==> src/rtl/stream_packet_arbiter.sv <==
// stream_packet_arbiter
//   Two-requester Avalon-ST packet arbiter. Ownership is granted for a whole
//   packet and handed back only after the owner's end-of-packet beat is
//   accepted. Each packet is followed by one idle bubble cycle. A round-robin
//   pointer picks the port not granted last when both ports request at once.
//   The datapath is purely combinational (readyLatency 0).
//
// Optional feature (macro STREAM_ARB_STATS_EN):
//   Adds in0_pkt_count / in1_pkt_count. Each is a 32-bit count of accepted
//   start-of-packet beats from that port; it wraps and is cleared by reset.
//
// Ports
//   clk, reset           : clock, synchronous active-high reset
//   inN_data/empty       : requester beat payload and empty-byte count
//   inN_valid/sop/eop    : requester qualifiers
//   inN_ready            : per-requester backpressure
//   out_*                : shared output stream, out_ready is downstream ready
//   grant                : one-hot owner, 2'b00 when idle
//   inN_pkt_count        : packet counters (STREAM_ARB_STATS_EN only)

module stream_packet_arbiter #(
  parameter int unsigned DATA_BYTES = 8,
  localparam int unsigned EmptyW = (DATA_BYTES > 1) ? $clog2(DATA_BYTES) : 1
) (
  input  logic                    clk,
  input  logic                    reset,
  input  logic [DATA_BYTES*8-1:0] in0_data,
  input  logic [EmptyW-1:0]       in0_empty,
  input  logic                    in0_valid,
  input  logic                    in0_startofpacket,
  input  logic                    in0_endofpacket,
  output logic                    in0_ready,
  input  logic [DATA_BYTES*8-1:0] in1_data,
  input  logic [EmptyW-1:0]       in1_empty,
  input  logic                    in1_valid,
  input  logic                    in1_startofpacket,
  input  logic                    in1_endofpacket,
  output logic                    in1_ready,
  output logic [DATA_BYTES*8-1:0] out_data,
  output logic [EmptyW-1:0]       out_empty,
  output logic                    out_valid,
  output logic                    out_startofpacket,
  output logic                    out_endofpacket,
  input  logic                    out_ready,
  output logic [1:0]              grant
`ifdef STREAM_ARB_STATS_EN
  ,
  output logic [31:0]             in0_pkt_count,
  output logic [31:0]             in1_pkt_count
`endif
);

  typedef enum logic [1:0] {StIdle, StGrant0, StGrant1} state_e;

  state_e state_q, state_d;
  // Port favoured on a tie: 0 -> port 0, 1 -> port 1.
  logic   prio_q, prio_d;

  // State register.
  always_ff @(posedge clk) begin
    if (reset) begin
      state_q <= StIdle;
      prio_q  <= 1'b0;
    end else begin
      state_q <= state_d;
      prio_q  <= prio_d;
    end
  end

  // Next-state logic.
  always_comb begin
    state_d = state_q;
    prio_d  = prio_q;
    case (state_q)
      StIdle: begin
        if (in0_valid && (!in1_valid || !prio_q)) begin
          state_d = StGrant0;
          prio_d  = 1'b1;
        end else if (in1_valid) begin
          state_d = StGrant1;
          prio_d  = 1'b0;
        end
      end
      StGrant0: begin
        if (in0_valid && out_ready && in0_endofpacket) state_d = StIdle;
      end
      StGrant1: begin
        if (in1_valid && out_ready && in1_endofpacket) state_d = StIdle;
      end
      default: state_d = StIdle;
    endcase
  end

  // Output logic: the owner's stream is muxed straight through.
  always_comb begin
    out_data          = '0;
    out_empty         = '0;
    out_valid         = 1'b0;
    out_startofpacket = 1'b0;
    out_endofpacket   = 1'b0;
    in0_ready         = 1'b0;
    in1_ready         = 1'b0;
    grant             = 2'b00;
    case (state_q)
      StGrant0: begin
        out_data          = in0_data;
        out_empty         = in0_empty;
        out_valid         = in0_valid;
        out_startofpacket = in0_startofpacket;
        out_endofpacket   = in0_endofpacket;
        in0_ready         = out_ready;
        grant             = 2'b01;
      end
      StGrant1: begin
        out_data          = in1_data;
        out_empty         = in1_empty;
        out_valid         = in1_valid;
        out_startofpacket = in1_startofpacket;
        out_endofpacket   = in1_endofpacket;
        in1_ready         = out_ready;
        grant             = 2'b10;
      end
      default: ;
    endcase
  end

`ifdef STREAM_ARB_STATS_EN
  logic [31:0] in0_pkt_count_q, in0_pkt_count_d;
  logic [31:0] in1_pkt_count_q, in1_pkt_count_d;

  always_comb begin
    in0_pkt_count_d = in0_pkt_count_q;
    in1_pkt_count_d = in1_pkt_count_q;
    if (in0_valid && in0_ready && in0_startofpacket) in0_pkt_count_d = in0_pkt_count_q + 32'd1;
    if (in1_valid && in1_ready && in1_startofpacket) in1_pkt_count_d = in1_pkt_count_q + 32'd1;
  end

  always_ff @(posedge clk) begin
    if (reset) begin
      in0_pkt_count_q <= '0;
      in1_pkt_count_q <= '0;
    end else begin
      in0_pkt_count_q <= in0_pkt_count_d;
      in1_pkt_count_q <= in1_pkt_count_d;
    end
  end

  assign in0_pkt_count = in0_pkt_count_q;
  assign in1_pkt_count = in1_pkt_count_q;
`endif

endmodule

==> config.mk <==
export PLATFORM = sky130hd
export DESIGN_NAME = stream_packet_arbiter
export DESIGN_NICKNAME = d
export VERILOG_FILES = /design/src/rtl/stream_packet_arbiter.sv
export SDC_FILE = /design/constraint.sdc
export NUM_CORES = 1
export LEC_CHECK = 0
export CAP_MARGIN = 5
export CORE_AREA = 2 2 83 85
export CTS_BUF_LIST = sky130_fd_sc_hd__clkbuf_2 sky130_fd_sc_hd__clkbuf_4 sky130_fd_sc_hd__clkbuf_8
export DETAILED_ROUTE_END_ITERATION = 7
export DIE_AREA = 0 0 85 87
export HOLD_SLACK_MARGIN = 0.15
export PLACE_DENSITY = 0.78
export SLEW_MARGIN = 20
export SYNTH_ARGS = -nofsm -noshare
export SYNTH_HDL_FRONTEND = slang
export SYNTH_SLANG_ARGS = --single-unit
==> constraint.sdc <==
create_clock -name clk -period 2.2 [get_ports clk]
set_input_delay 0.22 -clock clk [delete_from_list [all_inputs] [get_ports clk]]
set_output_delay 0.22 -clock clk [all_outputs]
set_load 0.02 [all_outputs]
# [Word-level counts from Yosys, hierarchy flattened]
# Index checks and enable logic that the tools add are counted.
[totals] ff_bits=3 latchBits=0 ram_bits=0 romBits=0 in_bits=143 out_inout_bits=74 mem_count=0
[op_classes] addsub=0 multipliers=0 n_div=0 magnitude_cmp=0 n_eq_ne=5 shifts=0 muxes=15 bitwise=0 reduce_logical=12
[op_table] operator="one-hot mux 64 bit (2 select lines)" n=1
[op_table] operator="2-to-1 mux 2 bit" n=4
[op_table] operator="one-hot mux 1 bit (2 select lines)" n=3
[op_table] operator="one-hot mux 2 bit (3 select lines)" n=1
[op_table] operator="one-hot mux 3 bit (2 select lines)" n=1
[op_table] operator="logical AND 1 bit" n=5
[op_table] operator="2-to-1 mux 1 bit" n=4
[op_table] operator="inequality test 2 bit (second input constant)" n=2
[op_table] operator="one-hot mux 2 bit (2 select lines)" n=1
[op_table] operator="inequality test 3 bit (second input constant)" n=1
[op_table] operator="AND reduction 3 bit" n=1
[op_table] operator="equality test 2 x 1 -> 1 bit (second input constant)" n=1
[op_table] operator="equality test 2 bit (second input constant)" n=1
[op_table] operator="logical NOT 1 bit" n=2
[op_table] operator="logical NOT 2 bit" n=1
[op_table] operator="AND reduction 2 bit" n=1
[op_table] operator="nonzero test 2 bit" n=1
[op_table] operator="logical OR 1 bit" n=1

# [Longest topological paths before layout]
# Gate-level depths: netlist of the first run.
[logic_depth] depth_word=5 mapped_depth=6 depth_no_buf=5

# [Worst setup path before layout of the first run]
# No wires, ideal clock.
[synth_timing] path_kind="reg-to-output" startpoint="reg state_q[0]" endpoint="out out_data[0]" t_arrival_ns=1.342 required_ns=1.980 path_slack_ns=0.638 path_stages_with_launch=5 cell_sequence="dfxtp_1 > inv_1 > ha_1 > clkbuf_1 > nor2b_1"
[synth_between] elab_chain_len=2
[synth_lines] item="from (decl)" line_no="55" source="state_e state_q, state_d;"
[synth_lines] item="from (signal assigned)" line_no="62" source="state_q <= StIdle;"
[synth_lines] item="from (signal assigned)" line_no="65" source="state_q <= state_d;"
[synth_lines] item="equality test 2 bit / equality test 2 x 1 -> 1 bit (equally long branches)" line_no="104" source="case (state_q)"
[synth_lines] item="one-hot mux 64 bit (2 select lines) (*)" line_no="104"
[synth_lines] item="to (decl)" line_no="39" source="output logic [DATA_BYTES*8-1:0] out_data,"
# Every way passes the cells marked *; elsewhere a longest branch is shown, timed or not.

# [Worst setup path after layout of the first run]
[layout_timing] startpoint="reg state_q[1]" endpoint="out out_data[41]"
# Same word-level chain as after synthesis.

==> impl_metrics.py, run 1 <==
metrics = {
    "grt": {
        "use_met2_pct": 30.97,
        "grt-busiest-layer": "met2",
        "grt_use_met3_pct": 3.602,
        "grt_overflow": 0,
        "antenna_found_initial": 0,
        "grt_max_degree": 42,
        "grt_pass1_vias": 2145,
        "grtUsageTotal_pct": 16.80,
        "globalRouteMet1Util_pct": 20.15,
        "grt_pass1_wl_mm": 10.34,
    },
    "clock_tree": {
        "cts_made_buffers": 3,
        "cts_root_buffer": "clkbuf_8",
        "clk_pin_slew_ns": 0.03,
        "clock_sinks": 3,
        "h-tree-depth": 1,
        "clk_path_buf_depth": 2,
        "tritoncts": "done",
        "insertion_delay_ns": 0.22,
    },
    "sta": {
        "rsz0062_at_grt": "true",
        "max_slew_margin_pct": 82.84,
        "worst_slew_pin_slew_ns": 0.2574,
        "drv_slew": 0,
        "fin_worst_hold_slack_ns": 0.5210,
        "fin_crit_sh_pct": 102.6,
        "fin_skew_ns": 0.001560,
        "finalSetupTns_ns": -0.2276,
        "worst_slack_ns": -0.05632,
        "setup_viol": 6,
        "fmax_mhz": 443.2,
        "hold_viol": 0,
        "final.min_clock_period_ns": 2.256,
    },
    "die": {
        "core_um2": 6569,
        "die_h_um": 87,
        "ios": 217,
        "die_w_um": 85,
        "start_util_pct": 20.38,
        "row_count": 30,
        "dieArea_um2": 7395,
    },
    "placed_design": {
        "dpl_worst_slack_ns": 0.1137,
        "port_buffers": 216,
        "gp_congestion": 0.7574,
        "dpl_cell_area_um2": 3621,
        "dpl.hpwl_mm": 5.613,
    },
    "worst_setup_path": {
        "end_kind": "primary output",
        "startpoint_type": "register",
        "worstPathMaxFanout": 14,
        "required_ns": 1.98,
        "path_class": "reg -> out",
        "worstPathArrival_ns": 2.04,
    },
    "layout": {
        "final_cell_mix": "clkdlybuf4s50_1, a22oi_1, nor2b_1",
        "final_common_cell": "clkdlybuf4s50_1",
        "nNetsFinal": 543,
        "diodes": 0,
        "area_growth_pct": 170.7,
        "drive_gt1_share_pct": 4.315,
        "fin_util_pct": 55.16,
        "fin_area_um2": 3623,
        "fill_cells": 641,
    },
    "routing": {
        "antenna_left": 0,
        "vias": 2268,
        "drc": 0,
        "drt-total-wl_mm": 7.082,
        "routed_via_density": 4.785,
        "wire_per_inst_um": 14.94,
        "dr.pass1.iters": 4,
        "drt_iter0_drc": 98,
    },
    "logic_synthesis": {
        "synth.distinct_cells": 22,
        "synthCells": 188,
        "ys.warnings.count": 0,
        "netlist_area_um2": 1339,
        "synth_seq_cells": 3,
        "synth_seq_area_share_pct": 4.486,
        "syn_nets": 336,
        "avgSynthCellArea_um2": 7.121,
    },
    "run_status": {
        "status": "finished, violations left",
        "violations": "negative setup slack",
    },
    "pwr": {
        "p_leak_nw": 1.562,
        "peakVddDrop_mv": 0.2163,
        "power_density_nw_per_um2": 394.2,
    },
    "min_path": {
        "hold_class": "reg -> reg",
    },
    "job": {
        "maxCapViolations": 0,
    },
}
[synthesized netlist by cell type]
cell	n	area, um^2
a211o_1	1	8.760
a21oi_1	1	5.000
a221oi_2	1	15.01
a22o_1	1	8.760
a22oi_1	70	525.5
a311oi_1	1	8.760
and2_1	2	12.51
buf_2	9	45.04
buf_4	6	45.04
buf_6	1	11.26
clkbuf_1	7	26.28
dfxtp_1	3	60.06
ha_1	5	62.56
inv_1	2	7.510
nand2_1	1	3.750
nand2b_1	1	6.260
nand3_1	1	5.000
nand3_2	1	10.01
nand4b_1	1	8.760
nor2b_1	70	437.9
nor3b_1	1	7.510
o32ai_1	2	17.52
[critical path: stages (launching register included)]
cell and delay (ns):
dfxtp_1 0.31, inv_1 0.12, ha_2 0.30, buf_4 0.24, a22oi_1 0.12, nor2b_1 0.12
clkdlybuf4s50_1 0.61
[metrics by stage]
stage	instances	power (mW)
finish	474	1.428
CTS	474	1.439
global route	474	1.527
detailed placement	470	1.310
floorplan	188	0.7051
global placement	470	1.294
[cell families (layout without fill, tap and decap cells)]
group                      Yosys count  count (layout)  share of synthesized area (%)
DFF                                  3               3                          4.486
AOI/OAI and AO/OA                   77              77                          44.02
adders and majority gates            5               5                          4.673
buffers and inverters               25             231                          10.09
and+or+nand+nor                     78              78                          36.73
[state kept, by name, indices dropped and copies added, names as in the netlist]
register  cells
prio_q        1
state_q       2
[final cells by class]
type / instances / area [um^2] / area share, %
well taps: 80 / 100.1 / 2.762
multi-input cells: 160 / 1149 / 31.70
repair buffers: 225 / 2258 / 62.33
inverters: 2 / 7.507 / 0.2072
clock buffers: 4 / 48.80 / 1.347
flip-flops and latches: 3 / 60.06 / 1.657
[report_power, final]
| part | switching, mW | total [mW] | leakage (nW) | internal [mW] |
|---|---|---|---|---|
| clock | 0.0366 | 0.172 | 0.0262 | 0.136 |
| combinational | 0.530 | 1.19 | 1.51 | 0.656 |
| sequential | 0.00694 | 0.0705 | 0.0248 | 0.0635 |
| total | 0.573 | 1.43 | 1.56 | 0.855 |
[repair_timing]
action	4_1_cts	5_1_grt
gates resized for setup	56	9
buffers inserted	0	0
setup endpoints to repair	70	15
gates cloned	0	0
hold buffers	0	0
[worst paths after layout]
path	end	cells past startpoint	slack, ns	startpoint
max reg2reg	state_q[1]	5	0.77	state_q[1]
min	prio_q	1	0.52	prio_q
min reg2reg	prio_q	1	0.52	prio_q
max	out_data[41]	6	-0.06	state_q[1]
[layer usage]
metal,wire [um],up-vias,share of wire [%]
met1,2779,1008,39
met4,54,0,0.76
met2,3626,142,51
met5,0,-,0
li1,-,1114,-
met3,621,4,8.8
Power figures use the tool's default switching activity.
==> run 2, diff against run 1 <==
==> config.mk (replaced) <==
export PLATFORM = sky130hd
export DESIGN_NAME = stream_packet_arbiter
export DESIGN_NICKNAME = d
export VERILOG_FILES = /design/src/rtl/stream_packet_arbiter.sv
export SDC_FILE = /design/constraint.sdc
export NUM_CORES = 1
export LEC_CHECK = 0
export CAP_MARGIN = 5
export CORE_AREA = 2 2 85 87
export DETAILED_ROUTE_END_ITERATION = 7
export DIE_AREA = 0 0 87 89
export HOLD_SLACK_MARGIN = 0.15
export MAX_ROUTING_LAYER = met4
export PLACE_DENSITY = 0.75
export SLEW_MARGIN = 20
export SYNTH_ARGS = -nofsm -noshare
export SYNTH_HDL_FRONTEND = slang
export SYNTH_SLANG_ARGS = --single-unit
==> run 2 against run 1 <==
Clock power is 9% lower. Cell count is 0.42% lower. Total power is 3.6% lower. Combinational power is 3% lower. The flow now finishes without violations. Worst hold slack worse by 0.0038 ns. Clock skew is 0.00053 ns lower. Setup slack better by 0.15 ns. Die area is 4.7% higher. Fmax is 7.1% higher. Critical endpoint is now in1_ready. Critical path type unchanged. Design area is 1.9% lower.
==> impl_metrics.py, run 2 (same netlist as run 1, synthesis figures left out) <==
metrics = {
    "run_status": {
        "status": "finished clean",
    },
    "worst_setup_path": {
        "rr_worst_depth": 5,
        "end_kind": "primary output",
        "cp_cell_sequence": "inv_1 -> ha_2 -> buf_12 -> and2_1 -> clkdlybuf4s50_1",
        "ff2ff_setup_slack_ns": 0.79,
        "startpoint_type": "register",
        "worstPathArrival_ns": 1.89,
        "path_class": "reg -> out",
        "worstPathMaxFanout": 33,
        "cp_slowest_stage_delay_ns": 0.60,
        "required_ns": 1.98,
        "slowest_stage": "clkdlybuf4s50_1",
    },
    "job": {
        "maxCapViolations": 0,
    },
    "grt": {
        "globalRouteMet1Util_pct": 17.76,
        "grt_overflow": 0,
        "use_met2_pct": 29.63,
        "antenna_found_initial": 0,
        "grt_use_met3_pct": 2.955,
        "grt_max_degree": 42,
        "grt_pass1_vias": 2150,
        "grt-busiest-layer": "met2",
        "grt_pass1_wl_mm": 9.901,
        "grtUsageTotal_pct": 16.03,
    },
    "placed_design": {
        "dpl.hpwl_mm": 5.537,
        "dpl_cell_area_um2": 3591,
        "port_buffers": 216,
        "gp_congestion": 0.7727,
    },
    "clock_tree": {
        "clk_pin_slew_ns": 0.03,
        "cts_root_buffer": "clkbuf_8",
        "clock_sinks": 3,
        "h-tree-depth": 1,
        "ctsHoldBuffers": 0,
        "postCtsSetupRepairBufs": 0,
        "clk_path_buf_depth": 2,
        "cts_resized": 70,
        "insertion_delay_ns": 0.21,
        "tritoncts": "done",
        "cts_made_buffers": 3,
    },
    "layout": {
        "drive_gt1_share_pct": 3.827,
        "final_common_cell": "clkdlybuf4s50_1",
        "largest_register": "state_q",
        "fin_area_um2": 3553,
        "diodes": 0,
        "nNetsFinal": 541,
        "top_regs": "state_q: 2 flops, prio_q: 1 flops",
        "final_cell_mix": "clkdlybuf4s50_1, a22oi_1, nor2b_1",
        "area_growth_pct": 165.4,
        "fill_cells": 656,
        "largest_reg_flops": 2,
    },
    "routing": {
        "antenna_left": 0,
        "dr.pass1.iters": 4,
        "vias": 2280,
        "drc": 0,
        "drt-total-wl_mm": 6.948,
        "routed_via_density": 4.831,
        "wire_per_inst_um": 14.72,
        "drt_iter0_drc": 59,
    },
    "pwr": {
        "peakVddDrop_mv": 0.2043,
        "p_leak_nw": 1.462,
        "power_density_nw_per_um2": 387.5,
    },
    "sta": {
        "worst_slew_pin_slew_ns": 0.2520,
        "fin_crit_sh_pct": 95.78,
        "fin_skew_ns": 0.001032,
        "fin_worst_hold_slack_ns": 0.5172,
        "final.min_clock_period_ns": 2.107,
        "rsz0062_at_grt": "false",
        "drv_slew": 0,
        "max_slew_margin_pct": 83.20,
        "finalSetupTns_ns": 0,
        "hold_viol": 0,
        "fmax_mhz": 474.6,
        "setup_viol": 0,
    },
    "die": {
        "dieArea_um2": 7743,
        "core_um2": 6719,
        "row_count": 30,
        "start_util_pct": 19.93,
        "die_h_um": 89,
        "die_w_um": 87,
        "ios": 217,
    },
    "min_path": {
        "min_path_cells": 1,
        "hold_class": "reg -> reg",
    },
}
## run 2: cell count changes in the layout (fill, tap and decap cells not counted), sizes merged
cell | before | now
clkdlybuf4s50 | 152 | 146
dlymetal6s2s | 8 | 0
dlygate4sd2 | 56 | 69
buf | 9 | 8
## run 2: final cells by class
class,count,area [um^2],area share [%]
clock buffer,4,45.04,1.268
inverter,2,7.507,0.2113
multi-input combinational,160,1149,32.32
sequential,3,60.06,1.690
tap,80,100.1,2.817
timing repair buffer,223,2192,61.69
## run 2: final timing paths
check                                start    endpoint
worst max-delay path            state_q[0]   in1_ready
worst min-delay path                prio_q      prio_q
worst max register to register  state_q[0]  state_q[0]
worst min register to register      prio_q      prio_q
## run 2: power breakdown
group,switching [mW],internal [mW]
combinational,0.524,0.626
clock,0.0331,0.123
sequential,0.00772,0.0635
## run 2: per-layer routing
metal / vias up / part of all wire [%]
met5: - / 0
met4: 0 / 0.96
met3: 4 / 9.9
met2: 134 / 50
met1: 1033 / 39
li1: 1109 / -
## run 2: worst max-delay path: cells and delay by family (launching register included)
kind | cells | cell delay [ns]
buf+inv | 3 | 0.93
flops | 1 | 0.32
fa+ha+maj | 1 | 0.27
simple gates | 1 | 0.15
## run 2: stage by stage
stage	utilization, %	setup slack [ns]	power [mW]	cells
2_1_floorplan	-	0.6381	0.7051	188
3_3_place_gp	53.45	0.1217	1.280	468
3_5_place_dp	53.45	0.06926	1.290	468
4_1_cts	52.89	0.06840	1.395	472
5_1_grt	52.89	0.01130	1.475	472
6_report	52.89	0.09291	1.377	472
